$ cat src/rtl/mem_arbiter.sv
// N-port arbiter between the L1 caches and the single physical-memory port.
// One transaction at a time: IDLE samples requests, ACTIVE holds the grant, DONE gives one quiet cycle.
module mem_arbiter #(
  parameter int NUM_PORTS  = 2,
  parameter int ADDR_WIDTH = 32,
  parameter int DATA_WIDTH = 256,
  parameter int RR_MODE    = 0
) (
  input  logic                             clk,
  input  logic                             reset,
  input  logic [NUM_PORTS-1:0]             port_read,
  input  logic [NUM_PORTS-1:0]             port_write,
  input  logic [NUM_PORTS*ADDR_WIDTH-1:0]  port_addr,
  input  logic [NUM_PORTS*DATA_WIDTH-1:0]  port_wdata,
  output logic [NUM_PORTS-1:0]             port_resp,
  output logic [DATA_WIDTH-1:0]            port_rdata,
  output logic                             pmem_read,
  output logic                             pmem_write,
  output logic [ADDR_WIDTH-1:0]            pmem_addr,
  output logic [DATA_WIDTH-1:0]            pmem_wdata,
  input  logic [DATA_WIDTH-1:0]            pmem_rdata,
  input  logic                             pmem_resp,
  output logic [$clog2(NUM_PORTS)-1:0]     grant_id,
  output logic                             busy
);

  localparam int GW = $clog2(NUM_PORTS);

  localparam logic [1:0] S_IDLE   = 2'd0;
  localparam logic [1:0] S_ACTIVE = 2'd1;
  localparam logic [1:0] S_DONE   = 2'd2;

  logic [1:0]            state_q, state_d;
  logic [GW-1:0]         rr_ptr_q, rr_ptr_d;
  logic [GW-1:0]         grant_q, grant_d;
  logic                  rd_q, rd_d;
  logic                  wr_q, wr_d;
  logic [ADDR_WIDTH-1:0] addr_q, addr_d;
  logic [DATA_WIDTH-1:0] wdata_q, wdata_d;

  logic [NUM_PORTS-1:0]  req;
  logic                  win_found;
  logic [GW-1:0]         win_idx;
  logic [GW-1:0]         cand_idx;
  int                    cand;
  logic                  resp_hit;

  // Winner search: start at rr_ptr in round-robin mode, at port 0 otherwise, wrapping modulo NUM_PORTS.
  always_comb begin
    req       = port_read | port_write;
    win_found = 1'b0;
    win_idx   = '0;
    cand      = 0;
    cand_idx  = '0;
    for (int k = 0; k < NUM_PORTS; k++) begin
      cand = (RR_MODE != 0) ? int'(rr_ptr_q) + k : k;
      if (cand >= NUM_PORTS) cand = cand - NUM_PORTS;
      cand_idx = GW'(cand);
      if (!win_found && req[cand_idx]) begin
        win_found = 1'b1;
        win_idx   = cand_idx;
      end
    end
  end

  always_comb begin
    state_d  = state_q;
    rr_ptr_d = rr_ptr_q;
    grant_d  = grant_q;
    rd_d     = rd_q;
    wr_d     = wr_q;
    addr_d   = addr_q;
    wdata_d  = wdata_q;
    case (state_q)
      S_IDLE: begin
        if (win_found) begin
          state_d = S_ACTIVE;
          grant_d = win_idx;
          // A port asserting both read and write is served as a write only.
          wr_d    = port_write[win_idx];
          rd_d    = ~port_write[win_idx];
          addr_d  = port_addr[win_idx*ADDR_WIDTH +: ADDR_WIDTH];
          wdata_d = port_wdata[win_idx*DATA_WIDTH +: DATA_WIDTH];
        end
      end
      S_ACTIVE: begin
        if (pmem_resp) begin
          state_d  = S_DONE;
          rd_d     = 1'b0;
          wr_d     = 1'b0;
          rr_ptr_d = (grant_q == GW'(NUM_PORTS - 1)) ? '0 : grant_q + 1'b1;
        end
      end
      S_DONE:  state_d = S_IDLE;
      default: state_d = S_IDLE;
    endcase
  end

  always_ff @(posedge clk or negedge reset) begin
    if (!reset) begin
      state_q  <= S_IDLE;
      rr_ptr_q <= '0;
      grant_q  <= '0;
      rd_q     <= 1'b0;
      wr_q     <= 1'b0;
      addr_q   <= '0;
      wdata_q  <= '0;
    end else begin
      state_q  <= state_d;
      rr_ptr_q <= rr_ptr_d;
      grant_q  <= grant_d;
      rd_q     <= rd_d;
      wr_q     <= wr_d;
      addr_q   <= addr_d;
      wdata_q  <= wdata_d;
    end
  end

  // Memory completion is forwarded in the same cycle, and only to the granted port.
  assign resp_hit = (state_q == S_ACTIVE) && pmem_resp;

  always_comb begin
    port_resp = '0;
    if (resp_hit) port_resp[grant_q] = 1'b1;
  end

  assign port_rdata = resp_hit ? pmem_rdata : '0;
  assign pmem_read  = rd_q;
  assign pmem_write = wr_q;
  assign pmem_addr  = addr_q;
  assign pmem_wdata = wdata_q;
  assign grant_id   = grant_q;
  assign busy       = (state_q != S_IDLE);

endmodule

$ cat config.mk
export PLATFORM = sky130hd
export DESIGN_NAME = mem_arbiter
export DESIGN_NICKNAME = d
export VERILOG_FILES = /design/src/rtl/mem_arbiter.sv
export SDC_FILE = /design/constraint.sdc
export NUM_CORES = 1
export LEC_CHECK = 0
export CORE_AREA = 4 4 531 533
export CTS_CLUSTER_DIAMETER = 150
export DETAILED_ROUTE_END_ITERATION = 10
export DIE_AREA = 0 0 535 537
export PLACE_DENSITY = 0.3
export SKIP_LAST_GASP = 1
export SYNTH_ARGS = -nofsm -noshare
export SYNTH_HDL_FRONTEND = slang
export SYNTH_SLANG_ARGS = --single-unit
$ cat constraint.sdc
create_clock -name clk -period 1.8 [get_ports clk]
set_input_delay 0.27 -clock clk [delete_from_list [all_inputs] [get_ports clk]]
set_output_delay 0.27 -clock clk [all_outputs]
set_load 0.05 [all_outputs]
# Yosys cells after proc, flatten, opt, wreduce, memory -nomap -nowiden

Index checks and enable logic that the tools add are counted.

Word-level logic and storage cells: 43
Latch bits: 0
ROM bits: 0
Memories kept: 0
Bits of input ports: 839
Bits in writable memories: 0
Bits in registers: 293

Equal/unequal tests: 3
Shifts and indexed selects: 2
Bitwise operators: 2
Reduce and logical (&&, ||, !) cells: 10
Multipliers: 0
Order comparisons: 3
Multiplexer cells: 17
Add/subtract/negate cells: 0
Div/mod/pow operators: 0

Operator list:

| kind                | number |
|---|---|
| $shiftx 512x10->256 | 1 |
| $mux 256            | 1 |
| $shiftx 64x7->32    | 1 |
| $mux 1              | 9 |
| $mux 2              | 3 |
| $lt 1x2->1 const B  | 2 |
| $ne 2x2->1 const B  | 2 |
| $pmux 1 s2          | 2 |
| $pmux 2 s2          | 1 |
| $reduce_and 2->1    | 2 |
| $reduce_bool 2->1   | 2 |
| $logic_and 1x1->1   | 3 |
| $reduce_and 3->1    | 1 |
| $eq 2x1->1 const B  | 1 |
| $logic_not 2->1     | 1 |
| $or 2x2->2          | 1 |
| $demux 1 s1         | 1 |
| $ge 1x1->1 const B  | 1 |
| $logic_not 1->1     | 1 |
| $not 1->1           | 1 |

# Longest topological paths before layout

Gate-level depths: netlist (run 1).

Word-level depth: 10
Gate-level depth with buffers: 6
Mapped depth without buffers: 4

# Least setup slack after synthesis (run 1)

OpenSTA, ideal clock, no wires.

Path type: register -> output
Start point: register state_q[1]
End point: output port_rdata[216]
Data required time: 1.530 ns
Cell stages (with the launch flop): 6
Slack: -0.057 ns
Arrival: 1.587 ns
Path through: dfrtp_1 nand3b_1 inv_1 clkbuf_1 clkbuf_1 and2_1

Longest elaborated chain between the ends: 3

Ends and longest elaborated chain:

| element                | RTL line | source |
|---|---|---|
| from (decl)            | 33       | `logic [1:0] state_q, state_d;` |
| from (signal assigned) | 109      | `state_q <= state_d;` |
| $eq 2x1->1             | 120      | `assign resp_hit = (state_q == S_ACTIVE) && pmem_resp;` |
| $logic_and 1x1->1      | 120      |  |
| $mux 256               | 127      | `assign port_rdata = resp_hit ? pmem_rdata : '0;` |
| to (decl)              | 16       | `output logic [DATA_WIDTH-1:0] port_rdata,` |

No other way between the ends.

# Worst setup path in the final report (run 1)

Start point: register state_q[1]
End point: output port_resp[1]

Longest elaborated chain between the ends: 3

Ends and longest elaborated chain:

| element           | RTL line | source |
|---|---|---|
| $eq 2x1->1        | 120      |  |
| $logic_and 1x1->1 | 120      |  |
| $mux 2            | 124      | `if (resp_hit) port_resp[grant_q] = 1'b1;` |
| to (decl)         | 15       | `output logic [NUM_PORTS-1:0] port_resp,` |

No other way between the ends.

==> impl_metrics.yaml, run 1 <==
power:
  p_sw_share_pct: 50.7
  power.combinational.fraction_pct: 67.2
  net_switching_component_of_the_power_uw: 32700
  pwr-share-seq_pct: 18.8
  power.clock.fraction_pct: 14.0
  power.static_leakage_uw: 0.0140
  p_int_uw: 31700
  ir_worst_vdd_v: 0.000604
  pwr_density_cell_mw_per_mm2: 1660
clocking:
  clock_tree_from_tritoncts: "yes"
  total_clock_sinks: 293
  clk_pin_slew_ns: 0.06
  clock_tree.root_cell: "clkbuf_16"
  cts.path.max_buffers: 3
  htree_levels: 2
  tritoncts.num_buffers: 44
  clkLatencyLatePin_ns: 0.63
min_path:
  hold_path_class: "input pin to async pin"
global_route:
  first_pass_grt_wire_length_mm: 236
  grt_overflow: 0
  grt.total_usage_pct: 12.7
  first_global_vias: 19800
  antenna_found_initial: 202
  grt_max_degree: 72
placed_design:
  placed_cell_area_sq_mm: 0.0368
  worst_setup_timing_slack_at_the_placement_stage_ns: -0.521
  buffer_ports.inserted: 1388
  numPlacedInstances: 6372
  place_congestion: 0.858
  place_hpwl_mm: 168
sta:
  relSlewSlack_pct: 59.4
  final_critical_path_setup_slack_ns: -0.650
  final-max-slew-violation-count: 0
  final.setup_skew_ns: 0.0259
  fmax_mhz: 408
  max_slew.worst_pin.slew_ns: 0.607
  fin_crit_sh_pct: 136
  final.min_clock_period_ns: 2.45
  finalSetupViolations: 598
  hold_viol_final: 0
  setup_repair_after_global_routing_missed_its_margin: "true"
  hold_ws_ns: 0.119
die:
  boundaryPins: 1389
  design.die.area_sq_mm: 0.287
  core_area_sq_mm: 0.276
  chipHeight_microns: 537
  start_util_pct: 5.40
  floorplan.rows: 193
  die_x_microns: 535
drt:
  drc_errors: 0
  post_drt_via_cell_ratio: 2.89
  wl_met1_mm: 66.0
  first_iter_violations: 973
  postRouteWirelength_mm: 193
  first_pass_iters: 5
  routed_wirelength_normalized_by_instance_count_microns: 29.6
  wl_met3_mm: 27.6
  met2RoutedLength_mm: 94.9
  num_vias: 18800
  route.antenna.remaining_nets: 0
  highest_routing_layer_actually_used: "met5"
synth:
  postSynth.topFlopCell: "dfrtp_1"
  ys_warn_count: 0
  synth.top_cells.by_count: "dfrtp_1, or3_1, and2_1"
  mappedNetlistArea_sq_mm: 0.0149
  synth_edf_count: 0
  synth_cell_types: 24
  synthArstFlopShare_pct: 100
  post-synth-top-area-fraction_pct: 49.1
  netlist_top_cells_area: "dfrtp_1, o221a_1, or3_1"
  syn_area_per_cell_sq_um: 11.5
  synth_sequential_area_ratio_pct: 49.1
  synthMostInstantiatedCell: "dfrtp_1"
  synthesis.nets: 2140
  ys_seq_elements: 293
  synth.largest_area_cell: "dfrtp_1"
  instance_count_of_the_mapped_netlist: 1301
critical_path:
  critPathCaptureType: "output pin"
  worst_ep_arrival_time_ns: 2.18
  critPathKind: "register to output pin"
  critPathLaunchType: "register"
  critPathRequiredTime_ns: 1.53
  largest_fanout_on_the_critical_path: 4
layout:
  stdcell_count: 6505
  finish.net_count: 3572
  final_cell_area_excluding_filler_cells_sq_mm: 0.0387
  layout-drive-gt1-share_pct: 38.0
  area.growth.synth_to_final_pct: 159
status:
  violations_in_the_final_reports: "negative setup slack"
  outcome: "finished with violations"
run:
  drv.max_cap_violation_count: 0
-- flip-flops by register name, summed over array words and instances (netlist names) --
| register | flops |
|---|---|
| state_q | 2 |
| pmem_wdata | 256 |
| pmem_read | 1 |
| pmem_write | 1 |
| grant_id | 1 |
| pmem_addr | 32 |
-- final cells by class --
class | instances | area [sq um]
Clock inverter | 8 | 83.8
Timing Repair Buffer | 1536 | 18000
Fill cell | 31100 | 238000
Timing Repair inverter | 4 | 57.6
Multi-Input combinational cell | 850 | 7120
Sequential cell | 293 | 7330
Clock buffer | 72 | 1370
Tap cell | 3705 | 4640
Antenna cell | 33 | 82.6
Inverter | 4 | 67.6
-- power groups by stage --
stage	clock network, uW	registers, uW	logic, uW
finish	9000	12100	43300
global route	9690	12500	45000
CTS	9520	12100	43600
detailed placement	0	12200	43200
global placement	0	12200	43400
floorplan	0	22700	12000
-- kinds of logic after synthesis --
kind of cell	Yosys count	synth area share [%]
flops	293	49.1
buf+inv	158	5.59
simple gates	555	23.2
compound gates	293	21.9
mux	2	0.142
-- through the flow --
step / util (%) / power [uW] / TNS, ns
3_5_place_dp: 13.3 / 55400 / -189.04
2_1_floorplan: - / 34700 / 0
5_1_grt: 14.0 / 67200 / -254.82
6_report: 14.0 / 64400 / -213.67
3_3_place_gp: 13.3 / 55500 / -197.15
4_1_cts: 13.9 / 65300 / -205.03
-- cell usage in the layout (no fill, tap or decap), types with 33 or more instances in the layout --
master           count
clkdlybuf4s50_1    887
clkbuf_16           46
o221a_2             88
o221a_1            200
dfrtp_1            292
buf_4              311
diode_2             33
and2_2             212
or3_1              288
buf_12             329
-- worst max-delay path, cell delays in order, from the launching register on --
cell and delay [ns]:
dfrtp_1 0.40, nand3b_1 0.24, buf_4 0.17, buf_6 0.13, buf_12 0.15, buf_4 0.18, nor2_2 0.13, buf_12 0.15
-- metal layers --
metal / up-vias / global-route usage [%]
met5: - / 0
li1: 7915 / -
met3: 329 / 8.18
met4: 168 / 1.91
met1: 9153 / 12.8
met2: 1210 / 22.4
-- worst paths after layout --
| kind | cells after the start | endpoint | slack (ns) | from |
|---|---|---|---|---|
| worst max-delay path | 7 | port_resp[1] | -0.65 | state_q[1] |
| worst min-delay path | 2 | pmem_wdata[203] | 0.12 | reset |
| worst max register to register | 8 | pmem_wdata[36] | -0.32 | state_q[0] |
| worst min register to register | 2 | pmem_write | 0.54 | pmem_write |
| max in group asynchronous | 4 | pmem_wdata[192] | 0.87 | reset |
| min in group clk | 2 | state_q[0] | 0.28 | pmem_resp |
-- what timing repair did --
item	in CTS	in global routing
hold endpoints to repair	197	0
gates resized for setup	7	42
setup endpoints to repair	541	597
setup buffers	5	7
pin swaps	0	1
hold buffers	2	0
cloned	4	2
(Power assumes the default switching activity.)
==> run 2: changes to the inputs <==
Settings changed: CORE_AREA 4 4 531 533 to 5 5 532 534, DIE_AREA 0 0 535 537 to 0 0 537 539.
==> run 2 against run 1 <==
Compared with the run above:
- the run still ends with negative setup slack left
- non-clock buffer count up 59
- sequential share of layout area down 0.80 points
- routed wire length increased by 7.6%
- core utilization is 0.54 points higher
- fmax is 2.0% lower
- critical endpoint is now port_rdata[2]
- largest cell class unchanged
- highest routed layer unchanged
==> impl_metrics.yaml, run 2 (synthesized netlist as in run 1, its figures left out) <==
drt:
  num_vias: 19100
  routed_wirelength_normalized_by_instance_count_microns: 31.5
  first_pass_iters: 4
  route.antenna.remaining_nets: 0
  drc_errors: 0
  first_iter_violations: 1048
  post_drt_via_cell_ratio: 2.90
  postRouteWirelength_mm: 207
sta:
  final.setup.tns_ns: -263.53
  final.min_clock_period_ns: 2.50
  max_slew.worst_pin.slew_ns: 0.461
  final_critical_path_setup_slack_ns: -0.699
  final.setup_skew_ns: 0.0214
  hold_viol_final: 0
  fmax_mhz: 400
  finalSetupViolations: 548
  relSlewSlack_pct: 69.2
  fin_crit_sh_pct: 139
  setup_repair_after_global_routing_missed_its_margin: "true"
  final-max-slew-violation-count: 0
layout:
  layout-drive-gt1-share_pct: 42.2
  stdcell_count: 6576
  layout.cells.most_common: "clkdlybuf4s50_1"
  flip_flop_count_of_the_largest_register_after_layout: 256
  finish.net_count: 3628
  fill_cells: 31100
  area.growth.synth_to_final_pct: 171
  layout.cells.most_common_list: "clkdlybuf4s50_1, buf_12, buf_4, dfrtp_1, or3_1"
global_route:
  first_global_vias: 20200
  first_pass_grt_wire_length_mm: 244
  antenna_found_initial: 186
  grt.total_usage_pct: 13.1
  grt_max_degree: 70
  grt_overflow: 0
power:
  power.static_leakage_uw: 0.0148
  pwr_density_cell_mw_per_mm2: 1710
  ir_worst_vdd_v: 0.000560
placed_design:
  place_congestion: 0.892
  buffer_ports.inserted: 1388
  numPlacedInstances: 6377
  worst_setup_timing_slack_at_the_placement_stage_ns: -0.541
  place_hpwl_mm: 167
status:
  outcome: "finished with violations"
  violations_in_the_final_reports: "negative setup slack"
die:
  core_area_sq_mm: 0.278
  chipHeight_microns: 539
  die_x_microns: 537
  boundaryPins: 1389
  start_util_pct: 5.37
  floorplan.rows: 194
  design.die.area_sq_mm: 0.289
critical_path:
  path_common_cell: "buf_12"
  critPathLaunchType: "register"
  critPathKind: "register to output pin"
  largest_fanout_on_the_critical_path: 18
  timing.critical_path.slowest_cell_delay_ns: 0.38
  critPathRequiredTime_ns: 1.53
  worstPathCellList: "nand3b_1 -> bufinv_16 -> buf_16 -> buf_12 -> and2_1 -> buf_12"
  crit_slowest_cell: "dfrtp_1"
  critPathCaptureType: "output pin"
  worst_ep_arrival_time_ns: 2.23
clocking:
  cts.path.max_buffers: 3
  htree_levels: 2
  total_clock_sinks: 293
  tritoncts.num_buffers: 45
  clock_tree_from_tritoncts: "yes"
  clk_pin_slew_ns: 0.06
  clock_tree.root_cell: "clkbuf_16"
  clkLatencyLatePin_ns: 0.62
min_path:
  hold_path_class: "input pin to async pin"
run:
  drv.max_cap_violation_count: 0
-- run 2: cell count changes in the layout (fill, tap and decap cells not counted), moves of 6 or more --
cell,before,now
and2_4,24,73
buf_12,329,318
buf_16,2,37
clkbuf_16,46,65
clkbuf_8,14,8
buf_6,2,17
and2_2,212,171
buf_8,1,10
or3_4,0,31
and2_1,21,13
clkdlybuf4s50_1,887,837
clkdlybuf4s15_2,0,45
or3_1,288,257
-- run 2: repair_timing --
item                                    in CTS  in global routing
endpoints found under the hold margin      293                  0
gates cloned                                23                 28
endpoints found under the setup margin     523                547
setup buffers                               26                 18
resized for setup                          271                 61
pin swaps                                   34                  4
hold buffers                                 1                  0
-- run 2: worst paths after layout --
kind | startpoint | to | slack, ns | depth (start not counted)
worst max-delay path | state_q[1] | port_rdata[2] | -0.70 | 6
worst min-delay path | reset | pmem_wdata[240] | 0.14 | 2
worst min register to register | pmem_wdata[90] | pmem_wdata[90] | 0.55 | 1
worst max register to register | state_q[1] | pmem_wdata[44] | -0.44 | 10
min in group clk | port_wdata[304] | pmem_wdata[48] | 0.31 | 2
max in group asynchronous | reset | pmem_wdata[108] | 0.95 | 3
-- run 2: metrics by stage --
stage / hold slack, ns / power [uW] / utilization (%) / cell area, sq um
2_1_floorplan: -0.0256 / 34700 / - / 15200
3_3_place_gp: 0.189 / 55800 / 13.2 / 36700
3_5_place_dp: 0.188 / 55700 / 13.2 / 36700
4_1_cts: 0.0783 / 69300 / 14.2 / 39500
5_1_grt: 0.117 / 72200 / 14.5 / 40400
6_report: 0.138 / 69200 / 14.5 / 40400
-- run 2: layout make-up --
class                      count  area [sq um]  area share, %
antenna                       36          90.1          0.223
clock inverter                 6          87.6          0.217
sequential                   293          7330           18.1
tap                         3724          4660           11.5
multi-input combinational    850          7370           18.2
inverter                       4          57.6          0.142
clock buffer                  68          1290           3.20
timing repair buffer        1595         19500           48.3
-- run 2: where the power goes --
group | switching (uW) | leakage (uW) | internal (uW)
clock network | 3700 | 0.000663 | 5170
logic | 28600 | 0.0109 | 19500
registers | 2330 | 0.00322 | 9860
total | 34700 | 0.0148 | 34500
-- run 2: critical path, delay by kind of cell (launching register included) --
| kind | cells | cell delay [ns] |
|---|---|---|
| buffers and inverters | 4 | 0.77 |
| AND/OR/NAND/NOR | 2 | 0.44 |
| flip-flops | 1 | 0.38 |
-- run 2: per-layer routing --
| layer | GRT usage (%) | vias to the layer above | wire (microns) |
|---|---|---|---|
| met5 | 0 | - | 1150 |
| met4 | 3.17 | 178 | 6380 |
| met3 | 7.75 | 359 | 27800 |
| met2 | 24.3 | 1183 | 106000 |
| met1 | 12.0 | 9308 | 65500 |
| li1 | - | 8047 | - |
